### src/rtl/uart_pkg.sv
// Shared UART definitions: receiver state encoding and the default bit-rate divisor.
package uart_pkg;

  localparam int UART_DEFAULT_DIVISOR = 434;

  typedef enum logic [2:0] {
    IDLE,
    START,
    DATA,
    STOP,
    WAIT_HIGH
  } rx_state_t;

endpackage

### src/rtl/uart_rx_if.sv
// CPU-side word interface of the UART receiver: held byte, status flags and the acknowledge level.
interface uart_rx_if;
  import uart_pkg::*;

  logic [7:0] arx_data;
  logic       arx_ready;
  logic       arx_overrun;
  logic       arx_frame_err;
  logic       arx_ack;

  // The CPU drives the acknowledge and reads everything else.
  modport master (
    output arx_ack,
    input  arx_data,
    input  arx_ready,
    input  arx_overrun,
    input  arx_frame_err
  );

  modport slave (
    input  arx_ack,
    output arx_data,
    output arx_ready,
    output arx_overrun,
    output arx_frame_err
  );

endinterface

### src/rtl/sync2.sv
// Two-flop synchronizer for a single asynchronous bit with a selectable reset value.
module sync2 #(
  parameter logic RESET_VALUE = 1'b0
) (
  input  logic clk,
  input  logic reset,
  input  logic d,
  output logic q
);

  logic meta;

  // NOTE: sequential state uses non-blocking assignments so both flops sample the pre-edge values.
  always_ff @(posedge clk) begin
    if (reset) begin
      meta <= RESET_VALUE;
      q    <= RESET_VALUE;
    end else begin
      meta <= d;
      q    <= meta;
    end
  end

endmodule

### src/rtl/uart_rx.sv
// 8N1 UART receiver: mid-bit sampling of the synchronized line, one-byte holding register
// with sticky overrun/framing flags cleared by a rising edge of the CPU acknowledge.
module uart_rx
  import uart_pkg::*;
#(
  parameter int DIVISOR = UART_DEFAULT_DIVISOR
) (
  input  logic     clk,
  input  logic     reset,
  input  logic     rxd,
  uart_rx_if.slave cpu
);

  localparam int DW = $clog2(DIVISOR);
  localparam logic [DW-1:0] HALF_LOAD = DW'(DIVISOR / 2 - 1);
  localparam logic [DW-1:0] FULL_LOAD = DW'(DIVISOR - 1);

  if (DIVISOR < 4) begin : g_divisor_check
    $error("uart_rx: DIVISOR must be at least 4");
  end

  rx_state_t    state;
  logic [DW-1:0] div;
  logic [2:0]   bit_idx;
  logic [7:0]   shreg;
  logic [7:0]   data;
  logic         ready;
  logic         overrun;
  logic         frame_err;

  logic rx_s;
  logic ack_q;
  logic ack_qq;
  logic ack_rise;

  sync2 #(.RESET_VALUE(1'b1)) u_rxd_sync (
    .clk   (clk),
    .reset (reset),
    .d     (rxd),
    .q     (rx_s)
  );

  sync2 #(.RESET_VALUE(1'b0)) u_ack_sync (
    .clk   (clk),
    .reset (reset),
    .d     (cpu.arx_ack),
    .q     (ack_q)
  );

  always_ff @(posedge clk) begin
    if (reset) ack_qq <= 1'b0;
    else       ack_qq <= ack_q;
  end

  assign ack_rise = ack_q & ~ack_qq;

  always_ff @(posedge clk) begin
    if (reset) begin
      state     <= IDLE;
      div       <= '0;
      bit_idx   <= '0;
      shreg     <= '0;
      data      <= '0;
      ready     <= 1'b0;
      overrun   <= 1'b0;
      frame_err <= 1'b0;
    end else begin
      // NOTE: the acknowledge clear is written first; a frame event later in this block overrides it.
      if (ack_rise) begin
        ready     <= 1'b0;
        overrun   <= 1'b0;
        frame_err <= 1'b0;
      end

      case (state)
        IDLE: begin
          if (!rx_s) begin
            div   <= HALF_LOAD;
            state <= START;
          end
        end

        START: begin
          if (div == '0) begin
            if (rx_s) begin
              state <= IDLE;
            end else begin
              div     <= FULL_LOAD;
              bit_idx <= '0;
              state   <= DATA;
            end
          end else begin
            div <= div - 1'b1;
          end
        end

        DATA: begin
          if (div == '0) begin
            shreg   <= {rx_s, shreg[7:1]};
            div     <= FULL_LOAD;
            bit_idx <= bit_idx + 1'b1;
            if (bit_idx == 3'd7) state <= STOP;
          end else begin
            div <= div - 1'b1;
          end
        end

        STOP: begin
          if (div == '0) begin
            if (rx_s) begin
              state <= IDLE;
              // A byte still held after this cycle's acknowledge is kept; the new one is dropped.
              if (ready && !ack_rise) begin
                overrun <= 1'b1;
              end else begin
                data  <= shreg;
                ready <= 1'b1;
              end
            end else begin
              frame_err <= 1'b1;
              state     <= WAIT_HIGH;
            end
          end else begin
            div <= div - 1'b1;
          end
        end

        WAIT_HIGH: begin
          if (rx_s) state <= IDLE;
        end

        default: state <= IDLE;
      endcase
    end
  end

  assign cpu.arx_data      = data;
  assign cpu.arx_ready     = ready;
  assign cpu.arx_overrun   = overrun;
  assign cpu.arx_frame_err = frame_err;

endmodule

### src/flat_wrapper.sv
// flat-port wrapper written by rule: the top's interface ports become plain ports
module uart_rx_flat import uart_pkg::*;
#(
  parameter int DIVISOR = UART_DEFAULT_DIVISOR
)
  (clk, reset, rxd, cpu_arx_ack, cpu_arx_data, cpu_arx_ready, cpu_arx_overrun, cpu_arx_frame_err);
  uart_rx_if cpu_i ();
  input  logic clk;
  input  logic reset;
  input  logic rxd;
  input wire logic [$bits(cpu_i.arx_ack)-1:0] cpu_arx_ack;
  output wire logic [$bits(cpu_i.arx_data)-1:0] cpu_arx_data;
  output wire logic [$bits(cpu_i.arx_ready)-1:0] cpu_arx_ready;
  output wire logic [$bits(cpu_i.arx_overrun)-1:0] cpu_arx_overrun;
  output wire logic [$bits(cpu_i.arx_frame_err)-1:0] cpu_arx_frame_err;
  assign cpu_i.arx_ack = cpu_arx_ack;
  assign cpu_arx_data = cpu_i.arx_data;
  assign cpu_arx_ready = cpu_i.arx_ready;
  assign cpu_arx_overrun = cpu_i.arx_overrun;
  assign cpu_arx_frame_err = cpu_i.arx_frame_err;
  uart_rx #(.DIVISOR(DIVISOR)) u_core (.clk(clk), .reset(reset), .rxd(rxd), .cpu(cpu_i));
endmodule
### config.mk
export PLATFORM = sky130hd
export DESIGN_NAME = uart_rx_flat
export DESIGN_NICKNAME = d
export VERILOG_FILES = /design/src/rtl/uart_pkg.sv /design/src/rtl/uart_rx_if.sv /design/src/rtl/sync2.sv /design/src/rtl/uart_rx.sv /design/src/flat_wrapper.sv
export SDC_FILE = /design/constraint.sdc
export NUM_CORES = 1
export LEC_CHECK = 0
export BUFFER_PORTS_ARGS = -buffer_cell sky130_fd_sc_hd__buf_2
export CAP_MARGIN = 25
export CORE_MARGIN = 5
export CORE_UTILIZATION = 34
export DETAILED_ROUTE_END_ITERATION = 6
export GPL_TIMING_DRIVEN = 1
export PLACE_DENSITY = 0.48
export SYNTH_ARGS = -nofsm -noshare
export SYNTH_HDL_FRONTEND = slang
export SYNTH_SLANG_ARGS = --single-unit
### constraint.sdc
create_clock -name clk -period 4.5 [get_ports clk]
set_clock_uncertainty 0.1 [all_clocks]
set_input_delay 1.35 -clock clk [delete_from_list [all_inputs] [get_ports clk]]
set_output_delay 1.35 -clock clk [all_outputs]
set_load 0.02 [all_outputs]
; ---- After elaboration in Yosys (flattened, before gate mapping)
; Cells that the tools add are included.
[op_classes]
muxes = 33
eq_ne = 14
bitwise = 3
reduce_logical = 11
n_addsub = 2
[ops]
columns = cell, n
row1 = 9-bit 2-to-1 mux, 5
row2 = 9-bit one-hot mux with 4 select lines, 1
row3 = 3-bit 2-to-1 mux, 10
row4 = 3-bit one-hot mux with 5 select lines, 1
row5 = 1-bit 2-to-1 mux, 14
row6 = 4-bit AND reduction, 3
row7 = 9-bit zero test, 1
row8 = "9-bit by 1-bit subtractor with 9-bit output, second input constant", 1
row9 = "2-bit by 1-bit != test with 1-bit output, second input constant", 4
row10 = "2-bit != test, second input constant", 4
row11 = "3-bit by 2-bit equality test with 1-bit output, second input constant", 2
row12 = "3-bit equality test, second input constant", 2
row13 = 3-bit one-hot mux with 2 select lines, 1
row14 = 6-bit AND reduction, 1
row15 = 4-bit nonzero test, 1
row16 = "3-bit by 1-bit adder with 3-bit output, second input constant", 1
row17 = "3-bit by 1-bit equality test with 1-bit output, second input constant", 1
row18 = 3-bit zero test, 1
row19 = "3-bit != test, second input constant", 1
row20 = 2-bit 2-to-1 mux, 1
row21 = 1-bit inverter, 2
row22 = 2-bit AND reduction, 1
row23 = 2-bit nonzero test, 1
row24 = 1-bit AND, 1
row25 = other kinds (2), 2
[totals]
out_inout_bits = 11
reg_bits = 39
inputBits = 4
wordCells = 76

; ---- Logic depth before layout (Yosys ltp)
; Gate-level depths: netlist of the first run.
[logic_depth]
word_depth = 8
mapped_depth = 8
ltp_nobuf = 6

; ---- Hierarchy
; From an unflattened synthesis of the first run, not the netlist that was laid out.
[hier_totals]
cells_unflattened = 186
area_unflattened_um2 = 1771.7
[by_module_without_submodules]
columns = mod, seq_area_each_um2, n_inst, area_each_um2, cells_each
row1 = uart_rx, 700.7, 1, 1666.6, 178
row2 = sync2, 40.0, 2, 52.6, 4

; ---- Least setup slack after synthesis of the first run
; No wires, ideal clock.
[synth_timing]
path_kind = input to register
startpoint = in reset
endpoint = reg u_core.bit_idx[0]
path_slack_ns = 1.992
t_required_ns = 4.264
t_arrival_ns = 2.273
path_stages = 4
setup_ns = 0.136
path_buffers = 3
cell_sequence = clkbuf_1 -> clkbuf_1 -> buf_1 -> nor2_1
[synth_lines]
columns = element, line
row1 = start: declaration, flat_wrapper.sv:9  ; input logic reset;
row2 = end signal: assignment, uart_rx.sv:101  ; bit_idx <= bit_idx + 1'b1;
row3 = end: declaration, uart_rx.sv:24  ; logic [2:0] bit_idx;
; No word-level cell between the ends.

; ---- Worst setup path in the final report of the first run
[layout_timing]
startpoint = reg u_core.div[0]
endpoint = reg u_core.div[8]
[layout_between]
elab_chain_cells = 3
elab_cells_between_ends = 9
classes_between = add/sub (1) / eq/ne (2) / mux (4) / reduce/logical (2)
[layout_lines]
columns = element, line
row1 = start: declaration, uart_rx.sv:23  ; logic [DW-1:0] div;
row2 = start signal: assignment, uart_rx.sv:93  ; div <= div - 1'b1;
row3 = start signal: assignment, uart_rx.sv:104  ; div <= div - 1'b1;
row4 = start signal: assignment, uart_rx.sv:124  ; div <= div - 1'b1;
row5 = 9-bit by 1-bit subtractor with 9-bit output or 9-bit zero test (tied branches), n/a
row6 = "9-bit 2-to-1 mux, or another cell as far along", uart_rx.sv:109  ; if (div == '0) begin
row7 = 9-bit one-hot mux with 4 select lines or 4-bit AND reduction (tied branches), n/a
; Several ways; a longest one is shown, not always the timed one. The select of a mux whose other input is x is not followed.
; A chain may end at the register's enable or synchronous reset.

==> flow_metrics.env, run 1 <==
export IMPL_fmax_mhz=385
export IMPL_status="complete, no violations"
export IMPL_post_cts_resized=0
export IMPL_synthFlopType="dfxtp_1"
export IMPL_crit_fanout=8
export IMPL_switching_share_pct=26.7
export IMPL_syn_nets=201
export IMPL_cts_tree="yes"
export IMPL_clk_latency_ns=0.29
export IMPL_synthCells=194
export IMPL_root_buffer="clkbuf_8"
export IMPL_post_route_period_util_pct=57.7
export IMPL_p_sw_w=0.000175
export IMPL_reg2reg_depth=6
export IMPL_coreArea_sq_um=5140
export IMPL_layout_common_cells="dfxtp_1 (39), mux2i_1 (18), nor2_1 (17)"
export IMPL_fin_util_pct=39.0
export IMPL_grt_max_degree=43
export IMPL_groute_usage_overall_pct=11.5
export IMPL_fin_tns_setup_ns=0
export IMPL_design_area_sq_um=2010
export IMPL_nets=210
export IMPL_drt_drc_violations_left=0
export IMPL_globalplace_congestion=0.856
export IMPL_synth_edf_count=0
export IMPL_drt_iter0_markers=121
export IMPL_internal_power_w=0.000480
export IMPL_crit_chain="inv_1 -> ha_1 -> or4b_1 -> o21ai_1 -> nand2_1 -> a311oi_1"
export IMPL_drv_slew=0
export IMPL_hpwlAfterDp_um=2730
export IMPL_wire_per_inst_um=14.2
export IMPL_hp_class="flip-flop to flip-flop"
export IMPL_synthesis_area_sq_um=1810
export IMPL_dp_cells=266
export IMPL_via_per_inst=5.44
export IMPL_cts_clk_slew_worst_paths_ns=0.08
export IMPL_worstSetupStartpoint="u_core.div[0]"
export IMPL_post_cts_buffers=0
export IMPL_areaGrowthSynthToFinish_pct=10.9
export IMPL_grt_pass1_vias=1418
export IMPL_reg2reg_from="u_core.div[0]"
export IMPL_cts_sinks=39
export IMPL_final_hold_viol_count=0
export IMPL_die_h_um=82.9
export IMPL_worstPathArrival_ns=2.70
export IMPL_reg2reg_slack_ns=1.90
export IMPL_place_area_sq_um=1920
export IMPL_vias=1491
export IMPL_postRouteAntennaNets=0
export IMPL_hold_buffers=0
export IMPL_layout_commonest_cell="dfxtp_1"
export IMPL_startpoint_type="flip-flop"
export IMPL_drt_pass1_iter_count=4
export IMPL_ys_types=46
export IMPL_htreeDepth=2
export IMPL_std_cell_rows=26
export IMPL_critical_path_class="flip-flop to flip-flop"
export IMPL_crit_required_ns=4.60
export IMPL_grt_pass1_wl_um=6640
export IMPL_fin_crit_ns=2.60
export IMPL_cts_inserted_buffers=5
export IMPL_cap_viol_max_count=0
export IMPL_die_area_sq_um=6880
export IMPL_rsz0062_at_grt="no"
export IMPL_r2r_end="u_core.div[8]"
export IMPL_power_density_nw_per_um2=326
export IMPL_p_comb_share_pct=9.8
export IMPL_instances_no_fill=274
export IMPL_drive_gt1_share_pct=17.2
export IMPL_start_util_pct=35.2
export IMPL_peakVddDrop_mv=0.207
export IMPL_ctsLongestPathBuffers=2
export IMPL_finalSetupViolations=0
export IMPL_worstMarginPinSlew_ns=0.856
export IMPL_yosys_warnings=0
export IMPL_cp_slowest_cell="or4b_1"
export IMPL_ys_seq_area_share_pct=43.2
export IMPL_pin_count=15
export IMPL_cp_end_kind="flip-flop"
export IMPL_critPathCapture="u_core.div[8]"
export IMPL_synth_seq_cells=39
export IMPL_totalWireLength_um=3900
export IMPL_p_clk_share_pct=35.3
export IMPL_avgSynthCellArea_sq_um=9.32
export IMPL_die_w_um=82.9
export IMPL_ys_async_sr_fraction_pct=0
export IMPL_grt_antenna_before_repair=0
export IMPL_relSlewSlack_pct=42.4
export IMPL_slowest_delay_ns=0.63
export IMPL_overflow=0
export IMPL_io_buffers=14
export IMPL_pwr_share_seq_pct=54.8
export IMPL_leakagePower_nw=0.806
export IMPL_antenna_cells=0
cell usage after synthesis (all sizes together) (2+ instances only):
| cell type | number | area [sq um] |
|---|---|---|
| dfxtp | 39 | 781 |
| nor2 | 25 | 114 |
| mux2i | 18 | 180 |
| a21oi | 9 | 45.0 |
| clkbuf | 8 | 30.0 |
| nor3 | 8 | 40.0 |
| nor2b | 7 | 43.8 |
| nand2 | 6 | 22.5 |
| inv | 5 | 18.8 |
| o21ai | 5 | 25.0 |
| buf | 4 | 18.8 |
| nand4 | 4 | 25.0 |
| or4 | 4 | 30.0 |
| a31oi | 3 | 18.8 |
| ha | 3 | 37.5 |
| nand3 | 3 | 15.0 |
| or3 | 3 | 18.8 |
| a311oi | 2 | 17.5 |
| a32o | 2 | 20.0 |
| a32oi | 2 | 17.5 |
| a41oi | 2 | 17.5 |
| nand2b | 2 | 12.5 |
| nor3b | 2 | 15.0 |
| o2111ai | 2 | 17.5 |
| o211a | 2 | 20.0 |
| o211ai | 2 | 15.0 |
| o21a | 2 | 15.0 |
| o31ai | 2 | 15.0 |
| o32ai | 2 | 17.5 |
| or2 | 2 | 12.5 |
| or3b | 2 | 17.5 |
critical path, delay by kind of cell, from the launching register on:
family                   cells  cell delay, ns
flip-flops                   1            0.35
AO/OA/AOI/OAI                2            0.87
buffers and inverters        1            0.07
adder cells (fa/ha/maj)      1            0.23
AND/OR/NAND/NOR              2            0.88
worst min-delay path by stage:
stage	start	endpoint	slack [ns]	cells after the start
after floorplan	u_core.u_rxd_sync.meta	u_core.u_rxd_sync.q	0.29	1
after global placement	u_core.u_rxd_sync.meta	u_core.u_rxd_sync.q	0.29	1
after detailed placement	u_core.u_rxd_sync.meta	u_core.u_rxd_sync.q	0.30	1
after CTS	u_core.u_rxd_sync.meta	u_core.u_rxd_sync.q	0.32	1
after global routing	u_core.u_rxd_sync.meta	u_core.u_rxd_sync.q	0.33	1
final	u_core.u_rxd_sync.meta	u_core.u_rxd_sync.q	0.32	1
metal layers:
metal / up-vias / wire length [um] / track usage [%]
met5: - / 0 / 0
met4: 0 / 44 / 3.42
met3: 4 / 148 / 3.37
met2: 32 / 1860 / 18.9
met1: 708 / 1860 / 14.5
li1: 747 / - / -
metrics by stage:
| step | setup WS (ns) | hold slack, ns | total power (W) |
|---|---|---|---|
| 6_report | 1.90 | 0.318 | 0.000655 |
| 5_1_grt | 1.68 | 0.329 | 0.000684 |
| 4_1_cts | 1.86 | 0.323 | 0.000664 |
| 3_5_place_dp | 1.90 | 0.304 | 0.000430 |
| 3_3_place_gp | 1.93 | 0.292 | 0.000430 |
| 2_1_floorplan | 1.99 | 0.289 | 0.000417 |
flip-flops by register name (all words and copies together) (netlist names):
signal                    flops
u_core.cpu.arx_frame_err      1
u_core.u_rxd_sync.meta        1
u_core.shreg                  8
u_core.bit_idx                3
u_core.u_ack_sync.meta        1
u_core.ack_qq                 1
u_core.cpu.arx_data           8
u_core.cpu.arx_ready          1
u_core.state                  3
u_core.u_rxd_sync.q           1
u_core.u_ack_sync.q           1
u_core.cpu.arx_overrun        1
u_core.div                    9
area by class of cell:
type                       count  area, sq um
inverter                       6         22.5
timing repair buffer          14         70.1
tap                           70         87.6
clock buffer                   5         68.8
sequential                    39          781
fill                         528         3130
clock inverter                 3         20.0
multi-input combinational    137          956
cells by family (layout without fill, tap and decap cells):
family	count (synthesis)	count (layout)	synth area share (%)
simple gates	73	73	22.4
compound gates	43	43	18.4
flops	39	39	43.2
mux	18	18	9.97
buf+inv	18	28	3.94
fa+ha+maj	3	3	2.08
power by group through the flow:
stage	logic [W]	clock network, W	registers, W
6_report	0.0000644	0.000231	0.000359
2_1_floorplan	0.0000535	0	0.000363
3_3_place_gp	0.0000634	0	0.000367
3_5_place_dp	0.0000633	0	0.000367
4_1_cts	0.0000637	0.000242	0.000359
5_1_grt	0.0000705	0.000254	0.000360
No activity file was read; power rests on OpenSTA's default activity.
==> run 2: changes to the inputs <==
--- a/config.mk
+++ b/config.mk
@@ -5,13 +5,14 @@
 export SDC_FILE = /design/constraint.sdc
 export NUM_CORES = 1
 export LEC_CHECK = 0
+export ABC_AREA = 1
 export BUFFER_PORTS_ARGS = -buffer_cell sky130_fd_sc_hd__buf_2
 export CAP_MARGIN = 25
 export CORE_MARGIN = 5
 export CORE_UTILIZATION = 34
 export DETAILED_ROUTE_END_ITERATION = 6
 export GPL_TIMING_DRIVEN = 1
-export PLACE_DENSITY = 0.48
+export PLACE_DENSITY = 0.5
 export SYNTH_ARGS = -nofsm -noshare
 export SYNTH_HDL_FRONTEND = slang
 export SYNTH_SLANG_ARGS = --single-unit
==> constraint.sdc (replaced) <==
create_clock -name clk -period 2.31 [get_ports clk]
set_clock_uncertainty 0.1 [all_clocks]
set_input_delay 0.693 -clock clk [delete_from_list [all_inputs] [get_ports clk]]
set_output_delay 0.693 -clock clk [all_outputs]
set_load 0.02 [all_outputs]
==> run 2 against run 1 <==
  * Sequential power increased by 130%
  * Global-route usage rose by 1.4 points
  * Final cell count is 29% higher
  * Critical path type unchanged
  * Clock-buffer cell count did not move
  * Fmax rose by 35%
  * Synthesized cell count increased by 36%
==> flow_metrics.env, run 2 <==
export IMPL_synth_seq_cells=39
export IMPL_largest_register_ffs=9
export IMPL_yosys_warnings=0
export IMPL_relSlewSlack_pct=63.1
export IMPL_synthesis_area_sq_um=1800
export IMPL_areaGrowthSynthToFinish_pct=13.2
export IMPL_avgSynthCellArea_sq_um=6.80
export IMPL_num_fill_cells=548
export IMPL_finalSetupViolations=0
export IMPL_dp_cells=345
export IMPL_layout_common_cells="nand2_1 (67), nor2_1 (51), dfxtp_1 (39)"
export IMPL_drive_gt1_share_pct=12.0
export IMPL_overflow=0
export IMPL_drt_iter0_markers=85
export IMPL_synth_adder_area_share_pct=2.09
export IMPL_std_cell_rows=26
export IMPL_post_route_period_util_pct=83.3
export IMPL_synth_compound_area_share_pct=9.48
export IMPL_synthXorXnorAreaFrac_pct=0.976
export IMPL_drv_slew=0
export IMPL_grt_max_degree=24
export IMPL_cts_tree="yes"
export IMPL_synthFlopType="dfxtp_1"
export IMPL_synth_edf_count=0
export IMPL_power_density_nw_per_um2=1060
export IMPL_synth_most_common_cell="nand2_1"
export IMPL_peakVddDrop_mv=0.383
export IMPL_via_per_inst=4.49
export IMPL_design_area_sq_um=2030
export IMPL_crit_required_ns=2.39
export IMPL_post_cts_buffers=0
export IMPL_ys_types=21
export IMPL_cp_end_kind="flip-flop"
export IMPL_syn_nets=271
export IMPL_critical_path_class="flip-flop to flip-flop"
export IMPL_synth_area_top_cells="dfxtp_1 (43%), nand2_1 (14%), nor2_1 (11%)"
export IMPL_clk_latency_ns=0.29
export IMPL_start_util_pct=35.2
export IMPL_whs_ns=0.306
export IMPL_antenna_cells=0
export IMPL_cts_sinks=39
export IMPL_startpoint_type="flip-flop"
export IMPL_synth_top_family_by_area="simple AND/OR/NAND/NOR gates"
export IMPL_regMostFlops="u_core.div"
export IMPL_hold_buffers=0
export IMPL_hpwlAfterDp_um=2710
export IMPL_yosysTopAreaCell="dfxtp_1"
export IMPL_ctsLongestPathBuffers=2
export IMPL_rsz0062_at_grt="no"
export IMPL_grt_antenna_before_repair=0
export IMPL_worstSetupStartpoint="u_core.div[0]"
export IMPL_globalplace_congestion=0.786
export IMPL_ys_top_cells_by_count="nand2_1 (67), nor2_1 (51), dfxtp_1 (39), inv_1 (30), nand3_1 (22)"
export IMPL_totalWireLength_um=3780
export IMPL_vias=1585
export IMPL_pin_count=15
export IMPL_grt_pass1_vias=1466
export IMPL_drt_pass1_iter_count=4
export IMPL_reg2reg_slack_ns=0.39
export IMPL_drt_drc_violations_left=0
export IMPL_cap_viol_max_count=0
export IMPL_groute_usage_overall_pct=12.8
export IMPL_wire_per_inst_um=10.7
export IMPL_instances_no_fill=353
export IMPL_htreeDepth=2
export IMPL_cts_clk_slew_worst_paths_ns=0.08
export IMPL_die_h_um=82.7
export IMPL_status="complete, no violations"
export IMPL_die_area_sq_um=6830
export IMPL_die_w_um=82.7
export IMPL_final_hold_viol_count=0
export IMPL_root_buffer="clkbuf_8"
export IMPL_worstMarginPinSlew_ns=0.552
export IMPL_synthCells=264
export IMPL_hp_class="flip-flop to flip-flop"
export IMPL_synth_top_area_share_pct=43.5
export IMPL_fin_crit_ns=1.92
export IMPL_fmax_mhz=520
export IMPL_layout_commonest_cell="nand2_1"
export IMPL_cts_inserted_buffers=5
export IMPL_io_buffers=14
export IMPL_synthMuxAreaShare_pct=0
export IMPL_post_cts_resized=0
export IMPL_nets=289
export IMPL_fin_tns_setup_ns=0
export IMPL_ys_async_sr_fraction_pct=0
export IMPL_yosys_area_share_simple_pct=35.7
export IMPL_min_delay_start="u_core.u_ack_sync.meta"
export IMPL_crit_fanout=16
export IMPL_grt_pass1_wl_um=6640
export IMPL_place_area_sq_um=1940
export IMPL_coreArea_sq_um=5110
export IMPL_worstPathArrival_ns=2.01
export IMPL_ys_seq_area_share_pct=43.5
export IMPL_postRouteAntennaNets=0
export IMPL_reg2reg_from="u_core.div[0]"
export IMPL_leakagePower_nw=0.977
run 2: where the power goes:
part / switching, W / total [W] / internal [W]
Combinational: 0.000559 / 0.000849 / 0.000290
Clock: 0.000251 / 0.000461 / 0.000210
Sequential: 0.0000778 / 0.000837 / 0.000759
run 2: kinds of logic after synthesis:
logic type / count (synthesis)
xor+xnor: 2
buf+inv: 37
flops: 39
compound gates: 33
simple gates: 150
fa+ha+maj: 3
run 2: per-stage QoR:
stage               util, %  total power (W)  setup WS (ns)
finish                 39.8          0.00215          0.386
global route           39.8          0.00237          0.213
CTS                    39.8          0.00218          0.357
detailed placement     38.0          0.00170          0.385
global placement       38.0          0.00172          0.455
floorplan                 -          0.00151          0.714
run 2: final timing paths:
check	endpoint	cells past startpoint
worst max register to register	u_core.cpu.arx_data[4]	7
worst min-delay path	u_core.u_ack_sync.q	2
worst min register to register	u_core.u_ack_sync.q	2
worst max-delay path	u_core.cpu.arx_data[4]	7
run 2: worst max-delay path, stage by stage (launching register included):
cell     delay (ns)
dfxtp_1        0.32
inv_1          0.14
ha_1           0.23
nand2_2        0.12
nor3_4         0.35
nand4_4        0.29
nor2_1         0.20
nor2_1         0.06
run 2: area by class of cell:
type	count	area, sq um	share of cell area [%]
multi-input combinational	188	866	42.6
sequential	39	781	38.4
inverter	31	116	5.73
timing repair buffer	17	92.6	4.56
tap	70	87.6	4.31
clock buffer	5	68.8	3.39
clock inverter	3	20.0	0.985
run 2: metal layers:
layer  wire length [um]  vias to the layer above  global-route usage (%)
met5                  0                        -                       0
met4                 38                        0                    3.92
met3                160                        4                    3.25
met2               1610                       34                    19.3
met1               1970                      682                    18.0
li1                   -                      865                       -
